**src/rtl/eic_cpu_responder.sv**
```systemverilog
// eic_cpu_responder: processor-side EIC endpoint. Accepts controller
// requests above cur_ipl, acks, clears the EIFRC flag, dispatches a handler.
// Ports: CLK/RESETn; EIC_* request inputs; int_enable, eret, handler_ready
// from the core; cur_ipl, irq_ack, write_*, handler_*, nest_depth,
// eret_err, busy outputs.
module eic_cpu_responder #(
  parameter int          ADDR_WIDTH    = 5,
  parameter logic [4:0]  EIFRC0_ADDR   = 5'h06,
  parameter logic [4:0]  EIFRC1_ADDR   = 5'h07,
  parameter int          STACK_DEPTH   = 4,
  parameter logic [31:0] VEC_BASE      = 32'h8000_0200,
  parameter int          SPACING_SHIFT = 5
) (
  input  logic                  CLK,
  input  logic                  RESETn,
  input  logic                  EIC_Present,
  input  logic [7:0]            EIC_Interrupt,
  input  logic [5:0]            EIC_Vector,
  input  logic [16:0]           EIC_Offset,
  input  logic                  int_enable,
  input  logic                  eret,
  input  logic                  handler_ready,
  output logic [7:0]            cur_ipl,
  output logic                  irq_ack,
  output logic [ADDR_WIDTH-1:0] write_addr,
  output logic [31:0]           write_data,
  output logic                  write_enable,
  output logic [31:0]           handler_addr,
  output logic                  handler_valid,
  output logic [3:0]            nest_depth,
  output logic                  eret_err,
  output logic                  busy
);

  localparam int IW = (STACK_DEPTH > 1) ? $clog2(STACK_DEPTH) : 1;

  typedef enum logic [1:0] {
    IDLE, ACCEPT, CLEAR, DISPATCH
  } state_t;

  state_t      state_q, state_d;
  logic [7:0]  rq_ripl_q, rq_ripl_d;
  logic [5:0]  rq_vec_q, rq_vec_d;
  logic [16:0] rq_off_q, rq_off_d;
  logic [7:0]  ripl_q, ripl_d;
  logic [5:0]  vec_q, vec_d;
  logic [16:0] off_q, off_d;
  logic [7:0]  cur_q, cur_d;
  logic [3:0]  dep_q, dep_d;
  logic        err_q, err_d;
  logic [7:0]  stk_q [STACK_DEPTH];
  logic [7:0]  stk_d [STACK_DEPTH];

  logic          acc;
  logic [IW-1:0] push_idx, pop_idx;
  logic [7:0]    n;

  assign push_idx = IW'(dep_q);
  assign pop_idx  = IW'(dep_q - 4'd1);

  always_comb begin
    rq_ripl_d = EIC_Interrupt;
    rq_vec_d  = EIC_Vector;
    rq_off_d  = EIC_Offset;
    state_d   = state_q;
    ripl_d    = ripl_q;
    vec_d     = vec_q;
    off_d     = off_q;
    cur_d     = cur_q;
    dep_d     = dep_q;
    err_d     = 1'b0;
    stk_d     = stk_q;
    acc = EIC_Present & int_enable
        & (rq_ripl_q > cur_q)
        & (dep_q < 4'(STACK_DEPTH))
        & ~eret;
    unique case (state_q)
      IDLE: begin
        // ERET beats a simultaneous accept
        if (eret) begin
          if (dep_q != 4'd0) begin
            cur_d = stk_q[pop_idx];
            dep_d = dep_q - 4'd1;
          end else begin
            cur_d = 8'd0;
            err_d = 1'b1;
          end
        end else if (acc) begin
          stk_d[push_idx] = cur_q;
          dep_d   = dep_q + 4'd1;
          cur_d   = rq_ripl_q;
          ripl_d  = rq_ripl_q;
          vec_d   = rq_vec_q;
          off_d   = rq_off_q;
          state_d = ACCEPT;
        end
      end
      ACCEPT:   state_d = CLEAR;
      CLEAR:    state_d = DISPATCH;
      DISPATCH: if (handler_ready) state_d = IDLE;
      default:  state_d = IDLE;
    endcase
  end

  always_ff @(posedge CLK or negedge RESETn) begin
    if (!RESETn) begin
      state_q   <= IDLE;
      rq_ripl_q <= '0;
      rq_vec_q  <= '0;
      rq_off_q  <= '0;
      ripl_q    <= '0;
      vec_q     <= '0;
      off_q     <= '0;
      cur_q     <= '0;
      dep_q     <= '0;
      err_q     <= 1'b0;
      for (int i = 0; i < STACK_DEPTH; i++) stk_q[i] <= '0;
    end else begin
      state_q   <= state_d;
      rq_ripl_q <= rq_ripl_d;
      rq_vec_q  <= rq_vec_d;
      rq_off_q  <= rq_off_d;
      ripl_q    <= ripl_d;
      vec_q     <= vec_d;
      off_q     <= off_d;
      cur_q     <= cur_d;
      dep_q     <= dep_d;
      err_q     <= err_d;
      stk_q     <= stk_d;
    end
  end

  // flag index n = ripl-1 selects word and bit of EIFRC
  assign n = ripl_q - 8'd1;

  always_comb begin
    write_addr   = '0;
    write_data   = '0;
    handler_addr = '0;
    write_enable = (state_q == CLEAR);
    handler_valid = (state_q == DISPATCH);
    if (write_enable) begin
      write_addr = (n < 8'd32) ? ADDR_WIDTH'(EIFRC0_ADDR)
                               : ADDR_WIDTH'(EIFRC1_ADDR);
      write_data = 32'd1 << n[4:0];
    end
    if (handler_valid) begin
      if (off_q != 17'd0)
        handler_addr = VEC_BASE + {14'd0, off_q, 1'b0};
      else
        handler_addr = VEC_BASE + (32'(vec_q) << SPACING_SHIFT);
    end
  end

  assign irq_ack    = (state_q == ACCEPT);
  assign cur_ipl    = cur_q;
  assign nest_depth = dep_q;
  assign eret_err   = err_q;
  assign busy       = (state_q != IDLE);

endmodule

```
**config.mk**
```make
export PLATFORM = sky130hd
export DESIGN_NAME = eic_cpu_responder
export DESIGN_NICKNAME = d
export VERILOG_FILES = /design/src/rtl/eic_cpu_responder.sv
export SDC_FILE = /design/constraint.sdc
export NUM_CORES = 1
export LEC_CHECK = 0
export BUFFER_PORTS_ARGS = -buffer_cell sky130_fd_sc_hd__buf_2
export CORE_AREA = 2 2 102 124
export DETAILED_ROUTE_END_ITERATION = 12
export DIE_AREA = 0 0 104 126
export PLACE_DENSITY = 0.76
export SETUP_SLACK_MARGIN = 0.15
export SKIP_LAST_GASP = 1
export SYNTH_ARGS = -nofsm -noshare
export SYNTH_HDL_FRONTEND = slang
export SYNTH_SLANG_ARGS = --single-unit
```
**constraint.sdc**
```tcl
create_clock -name CLK -period 6.1 [get_ports CLK]
set_input_delay 1.83 -clock CLK [delete_from_list [all_inputs] [get_ports CLK]]
set_output_delay 1.83 -clock CLK [all_outputs]
set_load 0.01 [all_outputs]
```
### Yosys cells after proc, flatten, opt, wreduce, memory -nomap -nowiden

Index checks and enable logic that the tools add are counted.

* register bits: 109
* input port bits: 37
* output and inout bits: 86
* logic and storage cells: 74

* add/subtract/negate cells: 5
* order comparisons: 6
* equal/unequal tests: 7
* shifts and indexed selects: 1
* muxes and demuxes: 24
* bitwise logic cells: 7
* reduce and logical (&&, ||, !) cells: 10

Operators by type and width (count)
* 32-bit two-way mux: 3
* 8-bit two-way mux: 6
* 32-bit by 11-bit adder with 32-bit output (first input constant): 1
* 32-bit by 18-bit adder with 32-bit output (first input constant): 1
* 32-bit bitwise mux: 1
* 1-bit by 5-bit << shifter with 32-bit output (first input constant): 1
* 17-bit nonzero test: 1
* 8-bit binary-select mux with 2-bit select: 1
* 8-bit demux with 2-bit select: 1
* 4-bit two-way mux: 3
* 3-bit AND reduction: 3
* 8-bit greater-than comparator: 1
* 8-bit by 6-bit less-than comparator with 1-bit output (second input constant): 1
* 2-bit one-hot mux with 4 select lines: 1
* 8-bit by 1-bit subtractor with 8-bit output (second input constant): 1
* 3-bit >= comparator (second input constant): 2
* 2-bit two-way mux: 3
* 2-bit != test (second input constant): 3
* 2-bit NOT with 3-bit output: 2
* 4-bit by 1-bit adder with 4-bit output (second input constant): 1
* 1-bit AND: 4
* 2-bit equality test (second input constant): 2
* 4-bit by 3-bit less-than comparator with 1-bit output (second input constant): 1
* 1-bit two-way mux: 4
* 11 further kinds: 12

### Logic depth before layout (Yosys ltp)

* depth in word-level cells: 7
* depth in mapped cells: 9
* gate-level depth less buffers: 7

### Worst setup path before layout

Ideal clock, no wire load.

* path kind: register -> output
* start point: reg state_q[0]
* end point: out write_data[0]
* arrival: 1.711 ns
* data required time: 4.270 ns
* slack: 2.559 ns
* stages on the path, launching flop included: 7
* buffers on the path: 1
* path through: dfrtp_1 > inv_1 > ha_1 > clkbuf_1 > nand2b_1 > or2_2 > nor3_1

* word-level cells in the longest chain between the ends: 2

RTL lines
* from (decl): RTL line 41 `state_t state_q, state_d;`
* from (signal assigned): RTL line 119 `state_q <= state_d;`
* 2-bit equality test: RTL line 140 `write_enable = (state_q == CLEAR);`
* named net write_enable: RTL line 27 `output logic write_enable,`
* 32-bit two-way mux: RTL line 142 `if (write_enable) begin`
* to (decl): RTL line 26 `output logic [31:0] write_data,`

The timed path passes the listed nets, and every way through them passes these cells.

### Worst setup path in the final report

* start point: reg off_q[8]
* end point: out handler_addr[18]

* word-level cells in the longest chain between the ends: 3
* elaborated cells between the ends (all ways): 4
* classes of those cells: 1 x add/sub; 2 x mux; 1 x reduce/logical

RTL lines
* from (decl): RTL line 47 `logic [16:0] off_q, off_d;`
* from (signal assigned): RTL line 113 `off_q <= '0;`
* from (signal assigned): RTL line 125 `off_q <= off_d;`
* 32-bit by 18-bit adder with 32-bit output or 17-bit nonzero test (tied branches): RTL line 149, 148
* 32-bit two-way mux (*): RTL line 148 `if (off_q != 17'd0)`
* 32-bit two-way mux (*): RTL line 147 `if (handler_valid) begin`
* to (decl): RTL line 28 `output logic [31:0] handler_addr,`

Mark *: on every way between the ends. The rest lies on a longest branch, timed or not.

==> results.tsv <==
stage	metric	value	unit
floorplan	Initial Util	0.4395	
clocking	Worst-path clk slew	0.07	ns
routing	vias per cell	5.264	
synth	count leader, synth	dfrtp_1	
synth	Synth area leader	dfrtp_1	
clocking	clock sinks	109	
synth	syn avg cell area	12.07	um2
synth	Netlist Area Pre-Place	5226	um2
worst_setup_path	CP Max Fanout	7	
layout	layout cells sized above 1	0.3836	
grt	antenna violations before repair	0	
synth	Yosys cell types	47	
pwr	Pint	1.613	mW
pwr	share of power burned in registers	0.431	
worst_setup_path	Crit. End Element	primary output	
pwr	sw frac	0.3676	
worst_setup_path	required time of the critical path	4.27	ns
clocking	Clk Tree Root Cell	clkbuf_16	
timing	Tightest Pin Transition	0.8149	ns
timing	clock period minus worst slack	4.067	ns
timing	Max Slew Vio Count	0	
synth	ys flop type	dfrtp_1	
clocking	H-tree levels	3	
timing	Worst Skew	0.01076	ns
clocking	# hold bufs at CTS	0	
timing	RSZ-0062 raised after global routing	false	
worst_setup_path	Crit Path Category	flop to primary output	
timing	fin crit share	0.6667	
floorplan	Core Region	11890	um2
synth	Post-synth top cells	109 x dfrtp_1, 62 x mux2_2, 42 x nor2_1, 20 x ha_1, 18 x buf_4	
floorplan	I/O Pins	123	
worst_setup_path	WP data arrival	2.24	ns
timing	relative slew slack	0.4567	
synth	share of the synthesized area in the top cell type	0.5219	
floorplan	die height	126	um
pwr	P per Cell Area	416.3	nW/um2
routing	Post-DRT Antenna Nets	0	
synth	Synth async-reset ratio	1.000	
routing	DR vias	3674	
timing	final setup vio count	0	
placed_design	port bufs	107	
grt	largest net degree at the start of global routing	68	
routing	TritonRoute pass-1 iters	4	
clocking	worst skew pair latency	0.35	ns
routing	drt wl/cell	16.64	um
layout	area delta synth->final	17.19	%
layout	non-filler instance count after layout	698	
timing	Hold Worst Slack	0.4841	ns
synth	number of synthesized flops with an enable pin	0	
worst_hold_path	worst min path class	flop to flop	
synth	Mapped Cells	433	
flow_run	total of max-cap violations	0	
grt	first-pass GRT wire length	19.12	mm
grt	vias in the first global route	3792	
pwr	VDD IR-drop max	0.2430	mV
pwr	sw power	0.9372	mW
floorplan	die area	13100	um2
grt	total track usage	0.1833	
placed_design	worst slack, placed	2.229	ns
clocking	cts bufs inserted	9	
placed_design	Cells after DPL	682	
pwr	leakage power	3.090	nW
synth	Area contributors post-synth	dfrtp_1 52%, mux2_2 13%, ha_1 4.8%	
status	status	finished clean	
pwr	clock network fraction of total power	0.231	
clocking	Clock Path Buffers	2	
placed_design	Area after DPL	5827	um2
routing	DRC	0	
layout	post-route cell area	6125	um2
pwr	combinational share of power	0.338	
layout	number of fill cells	1038	
worst_setup_path	startpoint types	flop	
clocking	CTS tree	yes	
synth	Yosys Warn Count	0	
routing	Detailed Route WL	11.62	mm
synth	Yosys reg bits	109	
clocking	buffer count from post-CTS setup fixing	0	
layout	Antenna Cells	0	
timing	Peak Freq	245.9	MHz
timing	final setup margin	2.033	ns
routing	DR iter-0 viols	232	
layout	net count reported at finish	589	
synth	register area share after synthesis	0.5219	
placed_design	GPL Wtd Cong	0.8403	
placed_design	post-detail-place hpwl	8.393	mm
timing	Fin. Hold Viols	0	
floorplan	# rows	44	
clocking	post-CTS resize count	0	
timing	setup total negative slack	0	ns
grt	gr ovfl total	0	
floorplan	Die W	104	um
==> power by group through the flow <==
stage / Clock, mW / Sequential [mW] / Combinational (mW)
floorplan: 0 / 1.04 / 0.652
global placement: 0 / 1.10 / 0.834
detailed placement: 0 / 1.11 / 0.867
CTS: 0.601 / 1.10 / 0.872
global route: 0.630 / 1.13 / 0.957
finish: 0.590 / 1.10 / 0.861
==> stage by stage <==
step                        util  power, mW
final                     0.5150      2.550
after global placement    0.4900      1.933
after detailed placement  0.4900      1.979
after CTS                 0.5150      2.573
after global routing      0.5150      2.718
after floorplan                -      1.690
==> final timing paths <==
path / start / to / slack (ns) / depth (start not counted)
max: off_q[8] / handler_addr[18] / 2.03 / 7
min: rq_off_q[7] / off_q[7] / 0.48 / 1
max reg2reg: cur_ipl[7] / stk_q[20] / 3.26 / 7
min in group asynchronous: RESETn / vec_q[1] / 1.58 / 1
min reg2reg: rq_off_q[7] / off_q[7] / 0.48 / 1
max in group asynchronous: RESETn / ripl_q[7] / 3.46 / 2
==> layout make-up <==
class,instances,area (um2),area share
Sequential cell,109,2728,0.4454
Tap cell,161,201.4,0.03289
Inverter,17,63.81,0.01042
Timing Repair Buffer,109,553.0,0.09030
Clock buffer,10,229.0,0.03739
Multi-Input combinational cell,286,2281,0.3724
Clock inverter,6,68.82,0.01124
==> per-layer routing <==
metal / GRT usage / up-vias / share of wire
met2: 0.3177 / 119 / 0.51
met4: 0.05405 / 0 / 0.0098
met5: 0 / - / 0
li1: - / 1698 / -
met1: 0.2286 / 1849 / 0.42
met3: 0.04400 / 8 / 0.062
==> cell families after synthesis <==
group	after synthesis	synth area share
AND/OR/NAND/NOR	117	0.1118
flip-flops	109	0.5219
multiplexers	80	0.1877
buffers and inverters	52	0.05171
AO/OA/AOI/OAI	45	0.06321
adder cells (fa/ha/maj)	20	0.04788
XOR/XNOR	9	0.01508
other	1	0.0007175
==> cells in the final DEF, fill, tap and decap left out, drive strengths merged, types with 2 or more instances in the layout <==
cell / Yosys / layout
a211oi: 2 / 2
a21oi: 13 / 13
a22oi: 8 / 8
and2: 3 / 3
and3: 10 / 10
buf: 26 / 109
clkbuf: 9 / 10
clkinv: 0 / 2
conb: 1 / 15
dfrtp: 109 / 109
ha: 20 / 20
inv: 17 / 19
mux2: 64 / 64
mux2i: 8 / 8
mux4: 8 / 8
nand2: 17 / 17
nand2b: 7 / 7
nand3: 5 / 5
nand4: 5 / 5
nand4b: 2 / 2
nor2: 42 / 42
nor2b: 3 / 3
nor3: 10 / 10
nor4: 5 / 5
o211ai: 4 / 4
o21ai: 8 / 8
o22ai: 2 / 2
o31a: 2 / 2
or2: 3 / 3
xnor2: 5 / 5
xor2: 4 / 4
==> worst max-delay path, stage by stage (launching register included) <==
cell and delay (ns):
dfrtp_1 0.44, inv_1 0.09, ha_1 0.14, nor4b_1 0.36
nand4_1 0.32, nand2_1 0.30, nor3_1 0.09, buf_2 0.15
==> flip-flops by register name (all words and copies together) (netlist names), 2 cells and up <==
| register | cells |
|---|---|
| stk_q | 32 |
| off_q | 17 |
| rq_off_q | 17 |
| cur_ipl | 8 |
| ripl_q | 8 |
| rq_ripl_q | 8 |
| rq_vec_q | 6 |
| vec_q | 6 |
| nest_depth | 4 |
| state_q | 2 |
(Power assumes the default switching activity.)
